### src/rtl/mem_access_unit_if.sv
// -----------------------------------------------------------------------------
// mem_access_unit_if
// Data-memory bus between the MEM stage (master) and the data memory (slave).
//   dmem_req   : master -> slave, access request (held for the whole access)
//   dmem_we    : master -> slave, 1 = write, 0 = read
//   dmem_addr  : master -> slave, word-aligned byte address
//   dmem_wdata : master -> slave, lane-replicated store data
//   dmem_be    : master -> slave, byte enables (0000 for reads)
//   dmem_ready : slave -> master, access accepted/completed this cycle
//   dmem_rdata : slave -> master, raw 32-bit read word
// -----------------------------------------------------------------------------
interface mem_access_unit_if;
  logic        dmem_req;
  logic        dmem_we;
  logic [31:0] dmem_addr;
  logic [31:0] dmem_wdata;
  logic [3:0]  dmem_be;
  logic        dmem_ready;
  logic [31:0] dmem_rdata;

  modport master (
    output dmem_req, dmem_we, dmem_addr, dmem_wdata, dmem_be,
    input  dmem_ready, dmem_rdata
  );

  modport slave (
    input  dmem_req, dmem_we, dmem_addr, dmem_wdata, dmem_be,
    output dmem_ready, dmem_rdata
  );
endinterface

### src/rtl/mem_access_unit.sv
// -----------------------------------------------------------------------------
// mem_access_unit
// MEM pipeline stage: resolves the actual next PC (mispredict detection) and
// performs data-memory loads/stores over a req/ready bus with a timeout.
//
// Ports:
//   clk, rst                 : clock, asynchronous active-low reset
//   *_MEM (32-bit)           : EX/MEM register contents (ALU_result = address,
//                              read_data_2 = store data, inst[14:12] = funct3)
//   *_flag_MEM               : EX/MEM control bits
//   dmem (master)            : data-memory bus, see mem_access_unit_if
//   stall_MEM                : freezes the upstream pipeline
//   wrong_prediction_flag    : flush request, redirect_pc = actual next PC
//   load_data_MEM            : formatted load result for MEM/WB
//   mem_err                  : sticky error (misaligned access or timeout)
//
// Build option: define MEM_ACCESS_MMIO_EN to add io_addr/io_we/io_wdata/
// io_rdata; word addresses >= 0xFFFFFC00 then complete in one cycle on the
// io port without stalling or touching dmem.
// -----------------------------------------------------------------------------
module mem_access_unit (
  input  logic        clk,
  input  logic        rst,
  input  logic [31:0] ALU_result_MEM,
  input  logic [31:0] imme_MEM,
  input  logic [31:0] read_data_1_MEM,
  input  logic [31:0] read_data_2_MEM,
  input  logic [31:0] inst_MEM,
  input  logic [31:0] pc_MEM,
  input  logic [31:0] pc_prediction_MEM,
  input  logic        zero_flag_MEM,
  input  logic        branch_flag_MEM,
  input  logic        jal_flag_MEM,
  input  logic        jalr_flag_MEM,
  input  logic        mem_write_flag_MEM,
  input  logic        mem_to_reg_flag_MEM,
  input  logic        reg_write_flag_MEM,
  mem_access_unit_if.master dmem,
  output logic        stall_MEM,
  output logic        wrong_prediction_flag,
  output logic [31:0] redirect_pc,
  output logic [31:0] load_data_MEM,
  output logic        mem_err
`ifdef MEM_ACCESS_MMIO_EN
  ,
  output logic [31:0] io_addr,
  output logic        io_we,
  output logic [31:0] io_wdata,
  input  logic [31:0] io_rdata
`endif
);

  typedef enum logic [1:0] {S_IDLE, S_WAIT, S_DONE} state_e;

  state_e      state_q, state_d;
  logic [7:0]  tmo_cnt_q, tmo_cnt_d;
  logic [31:0] load_data_q, load_data_d;
  logic        mem_err_q, mem_err_d;

  logic [2:0]  funct3;
  logic [1:0]  ofs;
  logic        mem_op;
  logic        misaligned;
  logic        is_mmio;
  logic [31:0] actual_pc;
  logic [3:0]  st_be;
  logic [31:0] st_wdata;
  logic        unused_ok;

  assign unused_ok = reg_write_flag_MEM;

  assign funct3 = inst_MEM[14:12];
  assign ofs    = ALU_result_MEM[1:0];
  assign mem_op = mem_to_reg_flag_MEM | mem_write_flag_MEM;

`ifdef MEM_ACCESS_MMIO_EN
  assign is_mmio = &ALU_result_MEM[31:10];
`else
  assign is_mmio = 1'b0;
`endif

  // Halfwords need addr[0]=0, words need addr[1:0]=0; bytes are always fine.
  always_comb begin
    unique case (funct3[1:0])
      2'b01:   misaligned = ofs[0];
      2'b10:   misaligned = (ofs != 2'b00);
      default: misaligned = 1'b0;
    endcase
  end

  // NOTE: every signal driven in an always_comb gets a default first, so no
  // path through the block can leave it unassigned and infer a latch.
  always_comb begin
    actual_pc = pc_MEM + 32'd4;
    if (jal_flag_MEM)                       actual_pc = pc_MEM + imme_MEM;
    else if (jalr_flag_MEM)                 actual_pc = (read_data_1_MEM + imme_MEM) & ~32'd1;
    else if (branch_flag_MEM && zero_flag_MEM) actual_pc = pc_MEM + imme_MEM;
  end

  assign redirect_pc = actual_pc;
  assign wrong_prediction_flag = (inst_MEM != 32'd0) && !stall_MEM &&
                                 (actual_pc != pc_prediction_MEM);

  // Store data is replicated across all lanes; byte enables pick the lane.
  always_comb begin
    st_be    = 4'b1111;
    st_wdata = read_data_2_MEM;
    unique case (funct3[1:0])
      2'b00: begin
        st_be    = 4'b0001 << ofs;
        st_wdata = {4{read_data_2_MEM[7:0]}};
      end
      2'b01: begin
        st_be    = 4'b0011 << ofs;
        st_wdata = {2{read_data_2_MEM[15:0]}};
      end
      default: ;
    endcase
  end

  function automatic logic [31:0] fmt_load(input logic [2:0] f3,
                                           input logic [1:0] a,
                                           input logic [31:0] raw);
    logic [31:0] sh;
    sh = raw >> {a, 3'b000};
    unique case (f3)
      3'b000:  return {{24{sh[7]}}, sh[7:0]};
      3'b001:  return {{16{sh[15]}}, sh[15:0]};
      3'b100:  return {24'd0, sh[7:0]};
      3'b101:  return {16'd0, sh[15:0]};
      default: return raw;
    endcase
  endfunction

  assign dmem.dmem_addr  = {ALU_result_MEM[31:2], 2'b00};
  assign dmem.dmem_wdata = st_wdata;

`ifdef MEM_ACCESS_MMIO_EN
  assign io_addr  = {ALU_result_MEM[31:2], 2'b00};
  assign io_wdata = st_wdata;
  assign io_we    = (state_q == S_IDLE) && mem_write_flag_MEM && is_mmio && !misaligned;
`endif

  always_comb begin
    state_d       = state_q;
    tmo_cnt_d     = tmo_cnt_q;
    load_data_d   = load_data_q;
    mem_err_d     = mem_err_q;
    stall_MEM     = 1'b0;
    dmem.dmem_req = 1'b0;
    dmem.dmem_we  = 1'b0;
    dmem.dmem_be  = 4'b0000;
    unique case (state_q)
      S_IDLE: begin
        if (mem_op) begin
          if (misaligned) begin
            mem_err_d = 1'b1;
          end else if (is_mmio) begin
`ifdef MEM_ACCESS_MMIO_EN
            if (mem_to_reg_flag_MEM) load_data_d = fmt_load(funct3, ofs, io_rdata);
`endif
          end else begin
            state_d   = S_WAIT;
            tmo_cnt_d = 8'd0;
            stall_MEM = 1'b1;
          end
        end
      end
      S_WAIT: begin
        stall_MEM     = 1'b1;
        dmem.dmem_req = 1'b1;
        dmem.dmem_we  = mem_write_flag_MEM;
        dmem.dmem_be  = mem_write_flag_MEM ? st_be : 4'b0000;
        tmo_cnt_d     = tmo_cnt_q + 8'd1;
        if (dmem.dmem_ready) begin
          state_d = S_DONE;
          if (mem_to_reg_flag_MEM) load_data_d = fmt_load(funct3, ofs, dmem.dmem_rdata);
        end else if (tmo_cnt_q == 8'd254) begin
          // The count reaches 255 at the end of this, the 255th, WAIT cycle.
          state_d   = S_DONE;
          mem_err_d = 1'b1;
        end
      end
      S_DONE:  state_d = S_IDLE;
      default: state_d = S_IDLE;
    endcase
  end

  // NOTE: sequential state uses non-blocking assignments so every register
  // samples pre-edge values regardless of statement order.
  always_ff @(posedge clk or negedge rst) begin
    if (!rst) begin
      state_q     <= S_IDLE;
      tmo_cnt_q   <= 8'd0;
      load_data_q <= 32'd0;
      mem_err_q   <= 1'b0;
    end else begin
      state_q     <= state_d;
      tmo_cnt_q   <= tmo_cnt_d;
      load_data_q <= load_data_d;
      mem_err_q   <= mem_err_d;
    end
  end

  assign load_data_MEM = load_data_q;
  assign mem_err       = mem_err_q;

endmodule

### src/flat_wrapper.sv
// flat-port wrapper written by rule: the top's interface ports become plain ports
module mem_access_unit_flat 
  (clk, rst, ALU_result_MEM, imme_MEM, read_data_1_MEM, read_data_2_MEM, inst_MEM, pc_MEM, pc_prediction_MEM, zero_flag_MEM, branch_flag_MEM, jal_flag_MEM, jalr_flag_MEM, mem_write_flag_MEM, mem_to_reg_flag_MEM, reg_write_flag_MEM, stall_MEM, wrong_prediction_flag, redirect_pc, load_data_MEM, mem_err, dmem_dmem_req, dmem_dmem_we, dmem_dmem_addr, dmem_dmem_wdata, dmem_dmem_be, dmem_dmem_ready, dmem_dmem_rdata);
  mem_access_unit_if dmem_i ();
  input  logic clk;
  input  logic rst;
  input  logic [31:0] ALU_result_MEM;
  input  logic [31:0] imme_MEM;
  input  logic [31:0] read_data_1_MEM;
  input  logic [31:0] read_data_2_MEM;
  input  logic [31:0] inst_MEM;
  input  logic [31:0] pc_MEM;
  input  logic [31:0] pc_prediction_MEM;
  input  logic zero_flag_MEM;
  input  logic branch_flag_MEM;
  input  logic jal_flag_MEM;
  input  logic jalr_flag_MEM;
  input  logic mem_write_flag_MEM;
  input  logic mem_to_reg_flag_MEM;
  input  logic reg_write_flag_MEM;
  output logic stall_MEM;
  output logic wrong_prediction_flag;
  output logic [31:0] redirect_pc;
  output logic [31:0] load_data_MEM;
  output logic mem_err;
  output wire logic [$bits(dmem_i.dmem_req)-1:0] dmem_dmem_req;
  output wire logic [$bits(dmem_i.dmem_we)-1:0] dmem_dmem_we;
  output wire logic [$bits(dmem_i.dmem_addr)-1:0] dmem_dmem_addr;
  output wire logic [$bits(dmem_i.dmem_wdata)-1:0] dmem_dmem_wdata;
  output wire logic [$bits(dmem_i.dmem_be)-1:0] dmem_dmem_be;
  input wire logic [$bits(dmem_i.dmem_ready)-1:0] dmem_dmem_ready;
  input wire logic [$bits(dmem_i.dmem_rdata)-1:0] dmem_dmem_rdata;
  assign dmem_dmem_req = dmem_i.dmem_req;
  assign dmem_dmem_we = dmem_i.dmem_we;
  assign dmem_dmem_addr = dmem_i.dmem_addr;
  assign dmem_dmem_wdata = dmem_i.dmem_wdata;
  assign dmem_dmem_be = dmem_i.dmem_be;
  assign dmem_i.dmem_ready = dmem_dmem_ready;
  assign dmem_i.dmem_rdata = dmem_dmem_rdata;
  mem_access_unit u_core (.clk(clk), .rst(rst), .ALU_result_MEM(ALU_result_MEM), .imme_MEM(imme_MEM), .read_data_1_MEM(read_data_1_MEM), .read_data_2_MEM(read_data_2_MEM), .inst_MEM(inst_MEM), .pc_MEM(pc_MEM), .pc_prediction_MEM(pc_prediction_MEM), .zero_flag_MEM(zero_flag_MEM), .branch_flag_MEM(branch_flag_MEM), .jal_flag_MEM(jal_flag_MEM), .jalr_flag_MEM(jalr_flag_MEM), .mem_write_flag_MEM(mem_write_flag_MEM), .mem_to_reg_flag_MEM(mem_to_reg_flag_MEM), .reg_write_flag_MEM(reg_write_flag_MEM), .dmem(dmem_i), .stall_MEM(stall_MEM), .wrong_prediction_flag(wrong_prediction_flag), .redirect_pc(redirect_pc), .load_data_MEM(load_data_MEM), .mem_err(mem_err));
endmodule
### config.mk
export PLATFORM = sky130hd
export DESIGN_NAME = mem_access_unit_flat
export DESIGN_NICKNAME = d
export VERILOG_FILES = /design/src/rtl/mem_access_unit_if.sv /design/src/rtl/mem_access_unit.sv /design/src/flat_wrapper.sv
export SDC_FILE = /design/constraint.sdc
export NUM_CORES = 1
export LEC_CHECK = 0
export ABC_CLOCK_PERIOD_IN_PS = 7900
export BUFFER_PORTS_ARGS = -buffer_cell sky130_fd_sc_hd__buf_2
export CAP_MARGIN = 20
export CORE_AREA = 2 2 156 158
export DETAILED_ROUTE_END_ITERATION = 10
export DIE_AREA = 0 0 158 160
export GPL_TIMING_DRIVEN = 0
export PLACE_DENSITY = 0.66
export SLEW_MARGIN = 20
export SYNTH_ARGS = -nofsm -noshare
export SYNTH_HDL_FRONTEND = slang
export SYNTH_SLANG_ARGS = --single-unit
### constraint.sdc
create_clock -name clk -period 7.9 [get_ports clk]
set_input_delay 0.395 -clock clk [delete_from_list [all_inputs] [get_ports clk]]
set_output_delay 0.395 -clock clk [all_outputs]
set_load 0.02 [all_outputs]
# [Word-level counts from Yosys, hierarchy flattened]
# Index checks and enable logic that the tools add are counted.
[classes] n_addsub=4 n_mul=0 div=0 n_lt_le_gt_ge=0 n_eq_ne=14 n_shift=3 n_mux=27 n_bitwise=1 reduce_logical=14
[op_table] cell="$pmux W32 S4" count=1
[op_table] cell="$mux W32" count=3
[op_table] cell="$add A32 B32 Y32" count=2
[op_table] cell="$pmux W32 S2" count=1
[op_table] cell="$add A32 B3 Y32 const B" count=1
[op_table] cell="$ne A32 B32 Y1" count=1
[op_table] cell="$reduce_bool A32 Y1" count=1
[op_table] cell="$shr A32 B5 Y16" count=1
[op_table] cell="$mux W8" count=2
[op_table] cell="$pmux W8 S2" count=1
[op_table] cell="$reduce_and A3 Y1" count=3
[op_table] cell="$add A8 B1 Y8 const B" count=1
[op_table] cell="$eq A8 B8 Y1 const B" count=1
[op_table] cell="$mux W1" count=8
[op_table] cell="$mux W2" count=4
[op_table] cell="$mux W4" count=2
[op_table] cell="$pmux W4 S2" count=1
[op_table] cell="$eq A3 B3 Y1 const B" count=2
[op_table] cell="$ne A2 B1 Y1 const B" count=3
[op_table] cell="$pmux W1 S2" count=3
[op_table] cell="$reduce_and A5 Y1" count=1
[op_table] cell="$eq A2 B1 Y1 const B" count=2
[op_table] cell="$logic_not A2 Y1" count=2
[op_table] cell="$ne A2 B2 Y1 const B" count=2
[op_table] cell="11 further kinds" count=14
[totals] regBits=43 latch_bits=0 ram_bits=0 rom_bits=0 out_inout_bits=137 wordCells=67 n_memories=0

# [Longest topological paths before layout]
# Gate-level depths: netlist of run 1.
[logic_depth] ltp_word=8 depth_mapped=14 mapped_depth_nobuf=13

# [Least setup slack after synthesis of run 1]
# No wires, ideal clock.
[synth_path] path_kind="input-to-output" from="in imme_MEM[0]" to="out wrong_prediction_flag" arrival_time_ps=3776 required_ps=7505 path_slack_ps=3729 path_stages=13 path_buffers=0 cell_sequence="and2_1 -> fa_1 -> a21o_1 -> a221oi_1 -> nor3_1 -> a2111oi_2 -> xor2_1 -> a222oi_1 -> xnor2_1 -> nand3_1 -> a2111oi_2 -> and4_1 -> a41oi_2"
[synth_via] elab_chain_len=6 word_cells_on_any_way=7 classes_between="add/sub (2); eq/ne (1); mux (3); reduce/logical (1)"
[synth_lines] item="from (decl)" line="flat_wrapper.sv:8" source="input logic [31:0] imme_MEM;"
[synth_lines] item="$add A32 B32 Y32" line="mem_access_unit.sv:95, mem_access_unit.sv:97"
[synth_lines] item="$mux W32" line="mem_access_unit.sv:97" source="else if (branch_flag_MEM && zero_flag_MEM) actual_pc = pc_MEM + imme_MEM;"
[synth_lines] item="$mux W32" line="mem_access_unit.sv:96" source="else if (jalr_flag_MEM) actual_pc = (read_data_1_MEM + imme_MEM) & ~32'd1;"
[synth_lines] item="$mux W32 (*)" line="mem_access_unit.sv:95" source="if (jal_flag_MEM) actual_pc = pc_MEM + imme_MEM;"
[synth_lines] item="via redirect_pc[10]" line="flat_wrapper.sv:23" source="output logic [31:0] redirect_pc;"
[synth_lines] item="$ne A32 B32 Y1 (*)" line="mem_access_unit.sv:102" source="(actual_pc != pc_prediction_MEM);"
[synth_lines] item="$logic_and A1 B1 Y1 (*)" line="mem_access_unit.sv:101" source="assign wrong_prediction_flag = (inst_MEM != 32'd0) && !stall_MEM &&"
[synth_lines] item="to (decl)" line="flat_wrapper.sv:22" source="output logic wrong_prediction_flag;"
# Mark *: on every way through the listed nets, which the timed path passes. The rest lies on a longest branch.

# [Worst setup path after layout of run 1]
[layout_path] from="in jal_flag_MEM" to="out wrong_prediction_flag"
[layout_via] elab_chain_len=3
[layout_lines] item="from (decl)" line="flat_wrapper.sv:16" source="input logic jal_flag_MEM;"
[layout_lines] item="$mux W32" line="mem_access_unit.sv:95"
[layout_lines] item="$ne A32 B32 Y1" line="mem_access_unit.sv:102"
[layout_lines] item="$logic_and A1 B1 Y1" line="mem_access_unit.sv:101"
# No other way between the ends.

==> out/results.tsv, run 1 <==
metric	value	unit
status	finished clean	
CTS clk-pin slew, worst paths	70	ps
remaining antenna violation count after routing	0	
Max-Cap Viols	0	
R2R Path End	u_core.load_data_MEM[30]$_DFFE_PN0P_	
fraction of layout cells with a size suffix above 1	29.7	%
crit-path max FO	10	
pin count of the biggest net entering global routing	44	
Post-CTS Setup Bufs	0	
CTS H-tree lvls	2	
first-pass GRT wire length	59900	microns
CP max stage cell	a2111oi_0	
CTS Sinks	43	
top_reg_cell synth	dfrtp_1	
core area	23800	sq um
area grow syn2layout	27.8	%
violation count after the first detailed-route iteration	790	
Mean Syn Cell Area	7.09	sq um
commonest non-fill, non-tap cell in the layout	buf_2	
Final Hold Fails	0	
Starting Density	36.5	%
IO Count	403	
CP Capture Type	output pin	
leading area contributor after synthesis	dfrtp_1	
Power Dens Cells	160	nW/um^2
Post-Syn Area	8700	sq um
RD Place Congestion	0.956	
Worst EP required	7510	ps
RSZ-0062 raised after global routing	false	
via count	11207	
DRC Markers	0	
Crit path largest cell delay	680	ps
Port Buffers	368	
Slew @ Worst Pin	1160	ps
worst reg2reg setup slack	5620	ps
area share of the largest cell type after synthesis	12.4	%
total track usage	30.8	%
TNS Setup	0	ps
min cycle time layout	5310	ps
# rows	57	
commonest non-fill, non-tap cells in the layout	buf_2, nand2_1, nor2_1	
Slew headroom	22.9	%
FMAX	0.188	GHz
cell chain of the critical path	buf_2, clkbuf_1, nor2_1, clkbuf_1, clkbuf_1, nor2_1, a2111oi_0, and3_1, nand4_1, a2111oi_2, and4_1, a41oi_2, buf_2	
Max VDD drop	0.141	mV
Data arrival, critical path	4910	ps
CTS tree	done	
total gr overflow	0	
ys async rst share	100	%
Clock Latency Late Sink	290	ps
wire per inst	21.0	microns
Unique masters post-synth	83	
post-CTS sizing	0	
Lkg Pwr	5.23	nW
Fillers	2608	
fin crit share	67.2	%
initial antenna violation count	11	
Nets	1938	
die area	25300	sq um
number of synthesized register bits	43	
Synth area leaders	dfrtp_1, ha_1, a21oi_1, nand2_1, nor2_1	
CP Class	in -> out	
CP Launch Point	jal_flag_MEM	
Synth Instances	1227	
Worst Hold Slack	96.9	ps
Via density	5.78	
total power	0.00178	W
clk buf depth	2	
R2R Path Start	u_core.state_q[1]$_DFFE_PN0P_	
startpoint types	primary input	
Synth Warn #	0	
Seq/Total Area, Yosys	12.4	%
CTS root buf	clkbuf_16	
Die Width	158	microns
cts hold-fix bufs	0	
CP most frequent cell	clkbuf_1	
Die H	160	microns
clock skew	5.72	ps
hold crit path type	in -> async	
HPWL Detailed	34700	microns
Post-synth EDFFs	0	
Routed WL	40700	microns
Max Slew Vio Count	0	
final setup vio count	0	
CP Capture Point	wrong_prediction_flag	
number of global-route vias before repair	10434	
Pre-Repair DR Iteration Count	5	
total CTS buffers	5	
R2R cell count	9	
[worst min path at each step]
stage                                              start  depth (start not counted)                              endpoint  slack [ps]
floorplan                                            rst                          0   u_core.load_data_MEM[0]$_DFFE_PN0P_         100
global placement    u_core.load_data_MEM[15]$_DFFE_PN0P_                          2  u_core.load_data_MEM[15]$_DFFE_PN0P_         460
detailed placement            u_core.mem_err$_DFFE_PN0P_                          1            u_core.mem_err$_DFFE_PN0P_         460
CTS                                                  rst                          1  u_core.load_data_MEM[16]$_DFFE_PN0P_         310
global route                                         rst                          1  u_core.load_data_MEM[20]$_DFFE_PN0P_         150
finish                                               rst                          1  u_core.load_data_MEM[16]$_DFFE_PN0P_         100
[cell usage after synthesis (35+ instances only)]
master,count
xor2_1,35
ha_1,67
xnor2_1,47
nand3_1,42
dfrtp_1,43
nand2_1,133
o21ai_0,68
nor2_1,115
buf_4,41
clkbuf_1,44
a21oi_1,114
nand4_1,35
[final cells by class]
type | instances | area [sq um] | share of cell area [%]
Antenna cell | 10 | 25.0 | 0.225
Tap cell | 324 | 405 | 3.65
Sequential cell | 43 | 1080 | 9.68
Clock inverter | 2 | 12.5 | 0.113
Buffer | 100 | 556 | 5.00
Multi-Input combinational cell | 1054 | 6960 | 62.6
Inverter | 31 | 116 | 1.05
Timing Repair Buffer | 368 | 1840 | 16.6
Clock buffer | 6 | 129 | 1.16
[sequential cells by signal (all words and copies together) (netlist names)]
register,cells
u_core.load_data_MEM,32
u_core.tmo_cnt_q,8
u_core.mem_err,1
u_core.state_q,2
[metal layers]
metal	vias to the layer above	share of wire (%)	track usage, %
li1	5313	-	-
met1	5206	39	38.1
met2	607	47	52.2
met3	79	9.5	6.27
met4	2	3.8	11.6
met5	-	0.027	0
[power breakdown]
part | total [W] | internal (W) | switching, W
registers | 0.000372 | 0.000315 | 0.0000562
clock network | 0.000204 | 0.000117 | 0.0000876
logic | 0.00120 | 0.000434 | 0.000770
total | 0.00178 | 0.000866 | 0.000914
[worst max-delay path, delay by kind of cell]
family | cells | cell delay (ps)
and+or+nand+nor | 5 | 1670
AOI/OAI and AO/OA | 3 | 1050
buffers and inverters | 5 | 1770
[per-stage QoR]
stage / utilization [%] / instance area [sq um] / setup WS (ps) / std cells
2_1_floorplan: - / 8700 / 3730 / 1228
3_3_place_gp: 46.0 / 11000 / 2740 / 1920
3_5_place_dp: 46.0 / 11000 / 2740 / 1920
4_1_cts: 46.6 / 11100 / 2730 / 1928
5_1_grt: 46.7 / 11100 / 2500 / 1936
6_report: 46.7 / 11100 / 2590 / 1938
[cell families after synthesis]
logic type,count (synthesis),share of synthesized area [%]
simple gates,469,26.2
buf+inv,131,7.72
fa+ha+maj,69,10.1
xor+xnor,82,8.26
other cells,1,0.0431
flops,43,12.4
mux,36,4.52
compound gates,396,30.8
No activity file was read; power rests on OpenSTA's default activity.
==> run 2: changes to the inputs <==
ABC_AREA = 1   (was not set)
ABC_CLOCK_PERIOD_IN_PS = 5200   (was 7900)
CORE_AREA = 2 2 155 157   (was 2 2 156 158)
DIE_AREA = 0 0 157 159   (was 0 0 158 160)
PLACE_DENSITY = 0.75   (was 0.66)
clock period = 5.2 ns   (was 7.9 ns; I/O delays follow)
==> run 2 against run 1 <==
The run now ends with hold timing left. Sequential share of layout area is 1.4 points lower. Critical path depth up 4. Total power rose by 58%. Synthesized cell count rose by 67%. Critical path type unchanged. Largest cell class unchanged. Largest power group unchanged.
==> out/results.tsv, run 2 <==
metric	value	unit
Power Dens Cells	218	nW/um^2
Synth Instances	2043	
DRC Markers	0	
number of synthesized register bits	43	
Port Buffers	365	
fraction of layout cells with a size suffix above 1	20.4	%
startpoint types	primary input	
Pre-Repair DR Iteration Count	6	
commonest non-fill, non-tap cell in the layout	nand2_1	
ys async rst share	100	%
Worst Hold Slack	-45.6	ps
CP Class	in -> out	
violation count after the first detailed-route iteration	1443	
RSZ-0062 raised after global routing	false	
CTS root buf	clkbuf_16	
RD Place Congestion	1.05	
FMAX	0.263	GHz
Clock Latency Late Sink	290	ps
Nets	2751	
min cycle time layout	3810	ps
total gr overflow	0	
initial antenna violation count	7	
# rows	56	
number of global-route vias before repair	13767	
Die H	159	microns
DR top layer	met4	
CP Capture Type	output pin	
Lkg Pwr	7.81	nW
Die Width	157	microns
post-CTS sizing	0	
die area	25000	sq um
Max-Cap Viols	0	
max reg flops	32	
area grow syn2layout	22.7	%
Synth area leaders	nand2_1, inv_1, dfrtp_1, nand3_1, ha_1	
CTS tree	done	
Routed WL	49700	microns
final setup vio count	0	
Slew headroom	45.8	%
wire per inst	18.1	microns
TNS Setup	0	ps
pin count of the biggest net entering global routing	44	
Max VDD drop	0.282	mV
met3 routed WL	4840	microns
Max Slew Vio Count	0	
leading area contributor after synthesis	nand2_1	
hold crit path type	in -> async	
cts hold-fix bufs	0	
Slew @ Worst Pin	812	ps
CTS Sinks	43	
count leader, synth	nand2_1	
area share of the largest cell type after synthesis	25.5	%
Final Hold Fails	43	
Data arrival, critical path	3550	ps
core area	23200	sq um
commonest non-fill, non-tap cells in the layout	nand2_1, buf_2, inv_1	
Worst EP required	4940	ps
failing checks	hold timing	
top cells by count, synth	nand2_1, inv_1, nand3_1, nor2_1, o21ai_0	
total power	0.00282	W
first-pass GRT wire length	74700	microns
clk buf depth	2	
met2 wire length	23400	microns
Post-synth EDFFs	0	
fin crit share	73.2	%
Seq/Total Area, Yosys	10.2	%
status	complete, but fails checks	
Mean Syn Cell Area	5.16	sq um
crit-path max FO	5	
via count	14556	
Via density	5.31	
CTS clk-pin slew, worst paths	70	ps
IO Count	403	
Starting Density	45.5	%
Synth Warn #	0	
HPWL Detailed	43300	microns
Post-CTS Setup Bufs	0	
CTS H-tree lvls	2	
Routed met1 length	18700	microns
clock skew	6.30	ps
R2R cell count	9	
total track usage	38.8	%
Post-Syn Area	10600	sq um
total CTS buffers	5	
Unique masters post-synth	50	
remaining antenna violation count after routing	0	
top_reg_cell synth	dfrtp_1	
[run 2: changes by cell type in the layout (fill, tap and decap cells not counted), moves of 28 or more]
| cell | change |
|---|---|
| nand3_1 | +164 |
| nor2_1 | +56 |
| inv_1 | +335 |
| a21oi_1 | -37 |
| nand2_1 | +583 |
| a22oi_1 | -28 |
| xnor2_1 | -39 |
| o21ai_0 | +39 |
[run 2: cells by family (layout without fill, tap and decap cells)]
family                   Yosys count  in the layout  synth area share, %
AND/OR/NAND/NOR                 1217           1217                 49.4
buffers and inverters            450            823                 17.7
AO/OA/AOI/OAI                    243            243                 12.7
adder cells (fa/ha/maj)           69             69                 8.32
flip-flops                        43             43                 10.2
XOR/XNOR                          20             20                 1.66
other                              1              9               0.0355
[run 2: area by class of cell]
type / count / area, sq um
fillers: 2547 / 10200
clock buffers: 6 / 129
repair buffers: 365 / 1830
flip-flops and latches: 43 / 1080
clock inverters: 2 / 12.5
inverters: 374 / 1410
well taps: 319 / 399
plain buffers: 76 / 457
diodes: 7 / 17.5
multi-input cells: 1551 / 7620
[run 2: stage by stage]
stage	cell area, sq um	utilization, %	setup slack (ps)	hold slack (ps)	std cells
4_1_cts	12900	55.7	1470	167	2736
6_report	12900	55.8	1390	-45.6	2743
5_1_grt	12900	55.8	1150	22.1	2740
3_5_place_dp	12800	55.1	1490	441	2728
3_3_place_gp	12800	55.1	1440	439	2728
2_1_floorplan	10600	-	2470	-35.6	2044
[run 2: worst paths after layout]
kind	start	end	slack, ps
max in group asynchronous	rst	u_core.load_data_MEM[13]$_DFFE_PN0P_	4830
worst min-delay path	rst	u_core.load_data_MEM[27]$_DFFE_PN0P_	-50
min in group clk	dmem_dmem_ready	u_core.state_q[0]$_DFFE_PN0P_	220
worst max-delay path	imme_MEM[9]	wrong_prediction_flag	1390
worst max register to register	u_core.state_q[1]$_DFFE_PN0P_	u_core.load_data_MEM[31]$_DFFE_PN0P_	3100
worst min register to register	u_core.tmo_cnt_q[5]$_DFFE_PN0P_	u_core.tmo_cnt_q[6]$_DFFE_PN0P_	460
[run 2: critical path, stage by stage]
cell	delay, ps
buf_2	130
ha_1	360
nand2_1	130
inv_1	60
a21oi_1	330
nand3_1	330
nand2_1	130
inv_1	40
o21ai_0	500
nand3_1	240
nand3_1	120
nand3_1	90
nor2_1	110
nand3_1	280
nor2_1	190
a21oi_1	80
buf_2	160
[run 2: report_power, final]
group / internal, W / leakage, nW / switching [W]
clock: 0.000177 / 0.0669 / 0.000134
sequential: 0.000479 / 0.516 / 0.0000892
combinational: 0.000630 / 7.23 / 0.00131
[run 2: layer usage]
| metal | up-vias | track usage [%] |
|---|---|---|
| met5 | - | 0 |
| met4 | 0 | 18.4 |
| met3 | 131 | 7.27 |
| met2 | 743 | 67.5 |
| met1 | 6518 | 45.5 |
| li1 | 7164 | - |
==> run 3: changes to the inputs <==
ABC_AREA = 0   (was 1)
ABC_CLOCK_PERIOD_IN_PS = 3550   (was 5200)
CORE_AREA = 2 2 158 160   (was 2 2 155 157)
DIE_AREA = 0 0 160 162   (was 0 0 157 159)
PLACE_DENSITY = not set   (was 0.75)
clock period = 3.55 ns   (was 5.2 ns; I/O delays follow)
==> run 3 against run 2 <==
Clock power rose by 65%. Highest routed layer is now met5. Utilization down 8.1 points. Sequential cell count unchanged. Wire length fell by 17%. Final cell count decreased by 29%. Clock skew decreased by 0.71 ps. The run ends with setup timing left. First-iteration DRC count down 43%. Sequential power grew 46%. Critical path depth unchanged. Worst setup slack got worse by 1800 ps.
==> out/results.tsv, run 3 (synthesis results as in run 1) <==
metric	value	unit
Max-Cap Viols	0	
Nets	1953	
final setup margin	-444	ps
max reg flops	32	
remaining antenna violation count after routing	0	
hold depth	3	
Hold Path Sink	u_core.load_data_MEM[2]$_DFFE_PN0P_	
combinational share of power	67.3	%
commonest non-fill, non-tap cells in the layout	buf_2, nand2_1, nor2_1	
CTS H-tree lvls	2	
min cycle time layout	3990	ps
commonest non-fill, non-tap cell in the layout	buf_2	
clk buf depth	2	
pin count of the biggest net entering global routing	44	
Clock power frac	12.5	%
initial antenna violation count	8	
cell chain of the critical path	buf_6, and2_4, fa_2, a21o_1, a221o_2, a32o_2, buf_6, o211ai_1, buf_4, o21a_4, mux2i_2, nand2_2, a21oi_1, a2111oi_4, and4_4, a41oi_4, buf_6	
Starting Density	36.1	%
CP max stage cell	a221o_2	
IO Count	403	
R2R Path End	u_core.load_data_MEM[16]$_DFFE_PN0P_	
total track usage	30.1	%
Via density	5.78	
CTS root buf	clkbuf_16	
Sw Ratio	50.1	%
# rows	57	
Pre-Repair DR Iteration Count	5	
Lkg Pwr	5.37	nW
wire per inst	21.2	microns
Fillers	2585	
Int Power	0.00206	W
fraction of layout cells with a size suffix above 1	32.6	%
Max Slew Vio Count	0	
FMAX	0.250	GHz
die area	25900	sq um
R2R Path Start	u_core.state_q[1]$_DFFE_PN0P_	
startpoint types	primary input	
total gr overflow	0	
final setup vio count	1	
part of the power in registers	20.2	%
hold path startpoint	dmem_dmem_rdata[2]	
Die Width	160	microns
CP Class	in -> out	
first-pass GRT wire length	61100	microns
Power Dens Cells	358	nW/um^2
Final Hold Fails	0	
reported net switching power	0.00206	W
failing checks	setup timing	
CTS Sinks	43	
CP most frequent cell	buf_6	
Max VDD drop	0.405	mV
total power	0.00412	W
RD Place Congestion	1.00	
DRC Markers	0	
Clock Latency Late Sink	290	ps
CTS clk-pin slew, worst paths	60	ps
hold crit path type	in -> reg	
Slew headroom	35.9	%
Crit path largest cell delay	430	ps
Routed WL	41400	microns
Port Buffers	368	
violation count after the first detailed-route iteration	829	
TNS Setup	-444	ps
register area	1080	sq um
total CTS buffers	5	
Slew @ Worst Pin	948	ps
Worst EP required	3370	ps
clock skew	5.59	ps
Multi-input gate area	7190	sq um
CP Capture Type	output pin	
pre-CTS setup slack	-1140	ps
CTS tree	done	
Data arrival, critical path	3820	ps
HPWL Detailed	34900	microns
Die H	162	microns
fin crit share	113	%
status	complete, but fails checks	
number of global-route vias before repair	10584	
R2R cell count	9	
RSZ-0062 raised after global routing	true	
crit-path max FO	4	
worst reg2reg setup slack	1260	ps
area grow syn2layout	32.3	%
core area	24100	sq um
via count	11269	
## run 3: how the worst max path moves through the flow
stage                     cells past startpoint                    end    startpoint
after CTS                                    15  wrong_prediction_flag   imme_MEM[2]
after global routing                         15  wrong_prediction_flag    pc_MEM[12]
after detailed placement                     13  wrong_prediction_flag  jal_flag_MEM
final                                        17  wrong_prediction_flag   imme_MEM[0]
after floorplan                              13  wrong_prediction_flag   imme_MEM[0]
after global placement                       13  wrong_prediction_flag  jal_flag_MEM
## run 3: area by class of cell
cell class              instances  share of cell area (%)
repair buffers                384                    17.3
clock inverters                 1                   0.261
multi-input cells            1054                    62.4
plain buffers                  99                    4.84
clock buffers                   6                    1.12
inverters                      31                    1.01
diodes                          7                   0.152
well taps                     324                    3.52
flip-flops and latches         43                    9.35
## run 3: layer usage
metal	wire length, microns	share of wire (%)	global-route usage (%)	vias up
met5	10	0.024	0	-
met4	1480	3.6	12.2	2
met3	3350	8.1	4.90	79
met2	19200	46	50.6	548
met1	17300	42	38.6	5300
li1	-	-	-	5340
## run 3: critical path, delay by kind of cell
kind	cells	cell delay (ps)
fa+ha+maj	1	360
buf+inv	4	530
mux	1	210
simple gates	3	520
compound gates	8	2000
## run 3: repair_timing
item,in CTS,in global routing
hold buffers,0,1
cloned,0,0
pin swaps,18,12
endpoints found under the hold margin,0,12
gates resized for setup,32,26
endpoints found under the setup margin,8,7
setup buffers,9,5
## run 3: power by group through the flow
stage	registers (W)	logic, W	clock network [W]
2_1_floorplan	0.00105	0.00146	0
3_3_place_gp	0.000826	0.00264	0
6_report	0.000831	0.00277	0.000514
3_5_place_dp	0.000826	0.00266	0
5_1_grt	0.000854	0.00300	0.000545
4_1_cts	0.000826	0.00272	0.000523
## run 3: stage by stage
| step | area [sq um] | std cells | hold slack, ps | utilization (%) |
|---|---|---|---|---|
| 6_report | 11500 | 1949 | 172 | 47.8 |
| 5_1_grt | 11500 | 1948 | 179 | 47.7 |
| 4_1_cts | 11300 | 1936 | 83.6 | 47.0 |
| 3_5_place_dp | 11000 | 1920 | 385 | 45.5 |
| 3_3_place_gp | 11000 | 1920 | 388 | 45.5 |
| 2_1_floorplan | 8730 | 1228 | -118 | - |
